$ cat src/rtl/pc_pkg.sv
// rtl/pc_pkg.sv - shared types and defaults for the fetch PC sequencer
//
// Purpose: FSM state encoding and default widths/vectors used by pc_sequencer.
// Contents:
//   XLEN        default PC / address width
//   RESET_VEC   default PC loaded on reset
//   ILEN_B      instruction size in bytes (sequential PC increment)
//   pcs_state_e sequencer states BOOT / FETCH / HOLD
package pc_pkg;

  localparam int          XLEN      = 64;
  localparam logic [63:0] RESET_VEC = 64'h0;
  localparam int          ILEN_B    = 4;

  typedef enum logic [1:0] {
    BOOT  = 2'd0,
    FETCH = 2'd1,
    HOLD  = 2'd2
  } pcs_state_e;

endpackage

$ cat src/rtl/pc_sequencer.sv
// rtl/pc_sequencer.sv - fetch PC owner and instruction fetch sequencer
//
// Purpose: owns the fetch PC, issues imem requests, holds the fetched word
// until decode accepts it, then advances the PC. Trap and branch/jump
// redirects retarget the PC and kill any fetch already in flight.
// Ports:
//   clk, resetn                 clock, asynchronous active-low reset
//   imem_req/addr/ack/rdata     instruction memory port (addr = pc)
//   instr_valid/ready/instr/pc  handshake towards decode
//   redirect_valid/pc           branch/jump target pulse
//   trap_valid/vec              trap target pulse (wins over redirect)
//   misalign_err                1-cycle pulse when an accepted target had [1:0]!=0
//   pc                          current architectural next-fetch PC
module pc_sequencer #(
  parameter int               XLEN      = pc_pkg::XLEN,
  parameter logic [XLEN-1:0]  RESET_VEC = pc_pkg::RESET_VEC,
  parameter int               ILEN_B    = pc_pkg::ILEN_B
) (
  input  logic            clk,
  input  logic            resetn,
  output logic            imem_req,
  output logic [XLEN-1:0] imem_addr,
  input  logic            imem_ack,
  input  logic [31:0]     imem_rdata,
  output logic            instr_valid,
  input  logic            instr_ready,
  output logic [31:0]     instr,
  output logic [XLEN-1:0] instr_pc,
  input  logic            redirect_valid,
  input  logic [XLEN-1:0] redirect_pc,
  input  logic            trap_valid,
  input  logic [XLEN-1:0] trap_vec,
  output logic            misalign_err,
  output logic [XLEN-1:0] pc
);

  import pc_pkg::*;

  pcs_state_e      state;
  logic            kill;
  logic [XLEN-1:0] pend_pc;

  logic            redir;
  logic [XLEN-1:0] tgt;
  logic [XLEN-1:0] tgt_al;
  logic            tgt_mis;

  // Trap outranks a same-cycle branch/jump redirect.
  assign redir   = trap_valid | redirect_valid;
  assign tgt     = trap_valid ? trap_vec : redirect_pc;
  assign tgt_al  = {tgt[XLEN-1:2], 2'b00};
  assign tgt_mis = |tgt[1:0];

  // The request address is the PC itself; the PC never moves while a
  // request is outstanding, which keeps imem_addr stable until ack.
  assign imem_addr = pc;

  always_ff @(posedge clk or negedge resetn) begin
    if (!resetn) begin
      state        <= BOOT;
      pc           <= RESET_VEC;
      imem_req     <= 1'b0;
      instr_valid  <= 1'b0;
      instr        <= '0;
      instr_pc     <= '0;
      misalign_err <= 1'b0;
      kill         <= 1'b0;
      pend_pc      <= '0;
    end else begin
      misalign_err <= 1'b0;
      case (state)
        BOOT: begin
          state    <= FETCH;
          imem_req <= 1'b1;
        end

        FETCH: begin
          if (imem_ack) begin
            if (redir) begin
              // Newest target wins over anything parked in pend_pc.
              pc           <= tgt_al;
              kill         <= 1'b0;
              misalign_err <= tgt_mis;
            end else if (kill) begin
              pc   <= pend_pc;
              kill <= 1'b0;
            end else begin
              instr       <= imem_rdata;
              instr_pc    <= pc;
              instr_valid <= 1'b1;
              imem_req    <= 1'b0;
              state       <= HOLD;
            end
          end else if (redir) begin
            // Address must stay put until the outstanding ack; park the target.
            pend_pc      <= tgt_al;
            kill         <= 1'b1;
            misalign_err <= tgt_mis;
          end
        end

        HOLD: begin
          if (redir) begin
            pc           <= tgt_al;
            misalign_err <= tgt_mis;
            instr_valid  <= 1'b0;
            imem_req     <= 1'b1;
            state        <= FETCH;
          end else if (instr_ready) begin
            pc          <= pc + XLEN'(ILEN_B);
            instr_valid <= 1'b0;
            imem_req    <= 1'b1;
            state       <= FETCH;
          end
        end

        default: begin
          state       <= BOOT;
          imem_req    <= 1'b0;
          instr_valid <= 1'b0;
        end
      endcase
    end
  end

endmodule

$ cat config.mk
export PLATFORM = sky130hd
export DESIGN_NAME = pc_sequencer
export DESIGN_NICKNAME = d
export VERILOG_FILES = /design/src/rtl/pc_pkg.sv /design/src/rtl/pc_sequencer.sv
export SDC_FILE = /design/constraint.sdc
export NUM_CORES = 1
export LEC_CHECK = 0
export CAP_MARGIN = 20
export CORE_ASPECT_RATIO = 0.5
export CORE_MARGIN = 2
export CORE_UTILIZATION = 43
export DETAILED_ROUTE_END_ITERATION = 8
export GPL_TIMING_DRIVEN = 0
export PLACE_DENSITY_LB_ADDON = 0.1
export SLEW_MARGIN = 10
export SYNTH_ARGS = -nofsm -noshare
export SYNTH_HDL_FRONTEND = slang
export SYNTH_SLANG_ARGS = --single-unit
$ cat constraint.sdc
create_clock -name clk -period 2.1 [get_ports clk]
set_input_delay 0.42 -clock clk [delete_from_list [all_inputs] [get_ports clk]]
set_output_delay 0.42 -clock clk [all_outputs]
set_load 0.01 [all_outputs]
==> out/summary.txt, run 1 <==
status - complete, but fails checks
failing checks - negative setup slack
I/O pins - 393
Layout area overhead - 65.9%
Max transition margin - 0.358
largest cells by area after synthesis - dfrtp_1 44%, mux2_2 8.1%, o21ai_0 5.4%
post-route ant nets - 0
capturing element type of the critical path - register
count of pins over their slew limit - 0
CTS tree - done
fillcell total - 2091
RSZ-0062 raised after global routing - true
H-Tree Depth - 1
fin crit share - 1.07
Yosys top cell by area - dfrtp_1
DRT Pass-1 Iters - 7
cells on worst reg2reg path - 9
fmax - 0.446 GHz
# Max-Cap Violations - 0
total power draw - 0.0318 W
total track usage - 0.363
post-synth cell types - 77
switching pwr - 0.0125 W
crit-path max FO - 4
Synth async-reset ratio - 1.00
total gr overflow - 0
clock power share - 0.136
Gate power share - 0.592
share of the synthesized area in the top cell type - 0.438
most frequent cells in the layout - 364 x clkdlybuf4s50_1, 196 x buf_4, 170 x dfrtp_1
count of clock tree sinks - 223
Starting Density - 0.438
PwrDens - 1510 nW/µm²
first-pass GRT wire length - 86.2 mm
DR vias - 14700
Hold Vio Cnt, Final - 0
vias per cell - 6.26
register area - 5650 µm²
I/O Buffers - 385
clk slew on worst S/H paths - 0.07 ns
sequential cell area fraction in the yosys report - 0.438
clock skew - 0.0162 ns
Max clock buf depth - 3
die area - 31100 µm²
actual slew at the worst max-slew pin - 0.963 ns
most common cell after layout, fill and taps aside - clkdlybuf4s50_1
DRC - 0
Switching Fraction - 0.394
NumNets Final - 2107
critical path data arrival time - 2.71 ns
initial antenna violation count - 0
number of flops mapped to enable cells by yosys - 0
final worst setup slack - -0.143 ns
reg2reg setup slack - -0.14 ns
Final min period - 2.24 ns
Pint - 0.0193 W
vias in the first global route - 14000
synthesized area per cell - 9.29 µm²
Die Span Y - 126 µm
DR iter-0 viols - 1980
clk_lat worst skew - 0.54 ns
#FFs+latches synth - 223
dpl ws - -1.41 ns
Post-Syn Area - 12700 µm²
average wire per standard cell - 25.4 µm
RD Place Congestion - 0.938
HPWL after DPL - 40.8 mm
largest net degree at the start of global routing - 89
worst hold path type - input port to async pin
# rows - 44
final setup vio count - 42
worst r2r dst - imem_addr[45]
r2r startpoint - state[1]
Syn Inst Count - 1370
Core Area - 29100 µm²
sequential power share - 0.272
Routed WL - 59.4 mm
CTS Root Cell - clkbuf_16
die width - 247 µm
Crit Path Class - register to register
Num CTS Buffers - 23
yosys warns - 0
leak pwr - 8.73 nW
Critical Path Start Type - register
Ant. Diodes - 0
area of the multi-input gates - 7340 µm²
top_reg_cell synth - dfrtp_1
Worst Hold Slack - 0.485 ns
layout cells sized above 1 - 0.345
peak supply drop - 0.000975 V
Critical Path RT - 2.56 ns
per-layer routing:
| layer | vias up | share of wire | global-route usage |
|---|---|---|---|
| li1 | 6187 | - | - |
| met1 | 7303 | 0.39 | 0.494 |
| met2 | 1015 | 0.46 | 0.564 |
| met3 | 158 | 0.12 | 0.0872 |
| met4 | 0 | 0.037 | 0.134 |
| met5 | - | 0 | 0 |
worst max-delay path, stage by stage (launching register included):
cell and delay [ns]:
dfrtp_1 0.40, buf_4 0.16, ha_4 0.17, nor4b_4 0.14
nand4b_1 0.20, buf_6 0.16, buf_4 0.15, or3_1 0.29
or4_1 0.40, nand3_1 0.10
through the flow:
step / cell area [µm²] / TNS (ns) / utilization / instances
after global routing: 21100 / -4.26 / 0.727 / 2343
after CTS: 19900 / -5.35 / 0.684 / 2278
after floorplan: 12800 / -0.00626 / - / 1375
after detailed placement: 17200 / -198.13 / 0.591 / 2153
after global placement: 17100 / -2240.58 / 0.589 / 2151
final: 21100 / -2.09 / 0.727 / 2343
layout make-up:
class | instances | area share
well taps | 391 | 0.0232
clock buffers | 32 | 0.0298
clock inverters | 8 | 0.00581
flip-flops and latches | 223 | 0.267
multi-input cells | 958 | 0.348
repair buffers | 544 | 0.254
inverters | 13 | 0.00231
plain buffers | 174 | 0.0695
registers in the layout, indices dropped and copies added, names as in the netlist:
name	cells
imem_addr	62
instr_pc	62
pend_pc	62
instr	32
state	2
instr_valid	1
kill	1
misalign_err	1
cell usage after synthesis, drive strengths merged, types with 17 or more instances:
library cell	instances
o21ai	138
nand4	40
o22ai	34
a21boi	24
and3	30
mux2	92
clkbuf	89
nor4	22
nor2	43
buf	92
a2bb2oi	31
nand3	48
a22oi	45
o211ai	20
a21oi	77
nor3	17
nand2	158
dfrtp	223
power by group through the flow:
stage / Sequential (W) / Combinational, W / Clock [W]
6_report: 0.00867 / 0.0188 / 0.00433
5_1_grt: 0.00891 / 0.0197 / 0.00453
4_1_cts: 0.00871 / 0.0166 / 0.00434
3_5_place_dp: 0.00877 / 0.0132 / 0
3_3_place_gp: 0.00862 / 0.0130 / 0
2_1_floorplan: 0.00879 / 0.00596 / 0
logic make-up after synthesis:
kind of cell / after synthesis / synth area share
compound gates: 436 / 0.220
simple gates: 412 / 0.170
flops: 223 / 0.438
buf+inv: 194 / 0.0801
mux: 99 / 0.0869
fa+ha+maj: 4 / 0.00393
other cells: 1 / 0.000294
xor+xnor: 1 / 0.000688
worst max path at each step:
stage	end	slack, ns	from
finish	imem_addr[45]	-0.14	state[1]
CTS	imem_addr[53]	-0.19	state[1]
global route	imem_addr[23]	-0.20	imem_addr[4]
floorplan	imem_addr[53]	-0.006	state[1]
global placement	instr_pc[55]	-9.23	resetn
detailed placement	imem_addr[60]	-1.41	redirect_valid
timing repair:
action	4_1_cts	5_1_grt
pin swaps	35	44
hold buffers	1	0
cloned	5	1
resized for setup	346	213
endpoints found under the hold margin	86	0
endpoints found under the setup margin	280	188
buffers inserted	83	68
No activity file was read; power rests on OpenSTA's default activity.
==> run 2: changes to the inputs <==
--- a/config.mk
+++ b/config.mk
@@ -5,7 +5,7 @@
 export SDC_FILE = /design/constraint.sdc
 export NUM_CORES = 1
 export LEC_CHECK = 0
-export CAP_MARGIN = 20
+export CAP_MARGIN = 40
 export CORE_ASPECT_RATIO = 0.5
 export CORE_MARGIN = 2
 export CORE_UTILIZATION = 43
==> run 2 against run 1 <==
The flow still finishes with violations (negative setup slack). Clock power down 5%. Non-clock buffer count down 27. Global-route usage down 0.98 points. Combinational power down 9%. Final cell count down 1.2%. Worst setup slack worse by 0.067 ns. Worst hold slack worse by 0.0057 ns. Utilization down 2.7 points. First-iteration DRC count down 1.8%. Flip-flop and latch count unchanged. Via count down 2.2%. Critical endpoint is now imem_addr[53].
==> out/summary.txt, run 2 (same netlist as run 1, synthesis figures left out) <==
status - complete, but fails checks
failing checks - negative setup slack
fin crit share - 1.10
capturing element type of the critical path - register
total gr overflow - 0
die area - 31100 µm²
placed instance area - 17200 µm²
DR vias - 14300
Slowest cell on crit path - or4b_4
dpl ws - -1.37 ns
vias in the first global route - 13700
final worst setup slack - -0.210 ns
# Max-Cap Violations - 0
peak supply drop - 0.00102 V
die width - 247 µm
# rows - 44
Core Area - 29100 µm²
Critical Path RT - 2.49 ns
Critical Path, Cell by Cell - inv_2 -> ha_4 -> or4b_4 -> nand4b_1 -> buf_6 -> buf_12 -> buf_8 -> a311oi_4 -> a211oi_2 -> o211ai_1
CTS Root Cell - clkbuf_16
total track usage - 0.353
average wire per standard cell - 24.8 µm
largest net degree at the start of global routing - 89
I/O Buffers - 385
CTS tree - done
count of pins over their slew limit - 0
DR iter-0 viols - 1944
reg2reg setup slack - -0.21 ns
DRT Pass-1 Iters - 5
clk slew on worst S/H paths - 0.07 ns
RD Place Congestion - 0.938
leak pwr - 8.53 nW
vias per cell - 6.19
Num CTS Buffers - 23
most frequent cells in the layout - 360 x clkdlybuf4s50_1, 179 x buf_4, 170 x dfrtp_1
Hold Vio Cnt, Final - 0
Layout area overhead - 59.7%
Die Span Y - 126 µm
fillcell total - 2238
Starting Density - 0.438
Crit Path Class - register to register
Critical Path Start Type - register
CP max stage delay - 0.46 ns
Max transition margin - 0.353
first-pass GRT wire length - 83.9 mm
count of clock tree sinks - 223
crit-path max FO - 7
RSZ-0062 raised after global routing - true
worst hold path type - register to register
I/O pins - 393
DRC - 0
NumNets Final - 2080
Ant. Diodes - 0
PwrDens - 1480 nW/µm²
Routed WL - 57.3 mm
fin area - 20300 µm²
post-route ant nets - 0
actual slew at the worst max-slew pin - 0.971 ns
Final min period - 2.31 ns
layout cells sized above 1 - 0.302
fmax - 0.433 GHz
final setup vio count - 50
H-Tree Depth - 1
HPWL after DPL - 40.9 mm
Max clock buf depth - 3
most common cell after layout, fill and taps aside - clkdlybuf4s50_1
clock skew - 0.0149 ns
clk_lat worst skew - 0.54 ns
critical path data arrival time - 2.70 ns
initial antenna violation count - 1
## run 2: through the flow
step                 util  hold WS [ns]  std cells  total power [W]   TNS, ns
floorplan               -         0.124       1375           0.0147  -0.00626
global placement    0.589         0.462       2151           0.0216  -2240.58
detailed placement  0.592         0.470       2155           0.0220   -168.47
CTS                 0.659         0.412       2250           0.0280     -5.45
global route        0.700         0.493       2316           0.0314     -4.93
finish              0.700         0.479       2316           0.0300     -2.68
## run 2: area by class of cell
| class | count | area, µm² | area share |
|---|---|---|---|
| Buffer | 175 | 1440 | 0.0708 |
| Clock buffer | 32 | 649 | 0.0319 |
| Clock inverter | 8 | 72.6 | 0.00357 |
| Inverter | 13 | 48.8 | 0.00240 |
| Multi-Input combinational cell | 958 | 6880 | 0.339 |
| Sequential cell | 223 | 5650 | 0.278 |
| Tap cell | 391 | 489 | 0.0241 |
| Timing Repair Buffer | 516 | 5110 | 0.251 |
## run 2: what timing repair did
action | 4_1_cts | 5_1_grt
hold buffers | 1 | 0
resized for setup | 246 | 196
endpoints found under the hold margin | 86 | 0
setup buffers | 56 | 67
cloned | 1 | 1
endpoints found under the setup margin | 274 | 236
pin swaps | 29 | 49
## run 2: where the power goes
group	internal [W]	total [W]	switching [W]
combinational	0.00947	0.0172	0.00773
clock	0.00229	0.00413	0.00184
sequential	0.00653	0.00870	0.00217
## run 2: worst paths after layout
kind | from | to | cells past startpoint
setup reg to reg | state[1] | imem_addr[53] | 10
hold / removal | instr_pc[20] | instr_pc[20] | 2
max in group asynchronous | resetn | imem_addr[44] | 3
min in group asynchronous | resetn | instr[25] | 2
hold reg to reg | instr_pc[20] | instr_pc[20] | 2
setup / recovery | state[1] | imem_addr[53] | 10
## run 2: critical path: cells and delay by family, from the launching register on
family | cells | cell delay [ns]
AOI/OAI and AO/OA | 3 | 0.51
DFF | 1 | 0.41
buffers and inverters | 4 | 0.51
and+or+nand+nor | 2 | 0.58
adders and majority gates | 1 | 0.14
## run 2: layer usage
layer,part of all wire,track usage
met1,0.40,0.485
met2,0.45,0.548
met3,0.11,0.0825
met4,0.036,0.126
met5,0,0
==> run 3: changes to the inputs <==
--- a/config.mk
+++ b/config.mk
@@ -11,6 +11,7 @@
 export CORE_UTILIZATION = 43
 export DETAILED_ROUTE_END_ITERATION = 8
 export GPL_TIMING_DRIVEN = 0
+export HOLD_SLACK_MARGIN = 0.08
 export PLACE_DENSITY_LB_ADDON = 0.1
 export SLEW_MARGIN = 10
 export SYNTH_ARGS = -nofsm -noshare
==> results of run 3 <==
Final layout, timing and power as in run 2 (identical DEF).
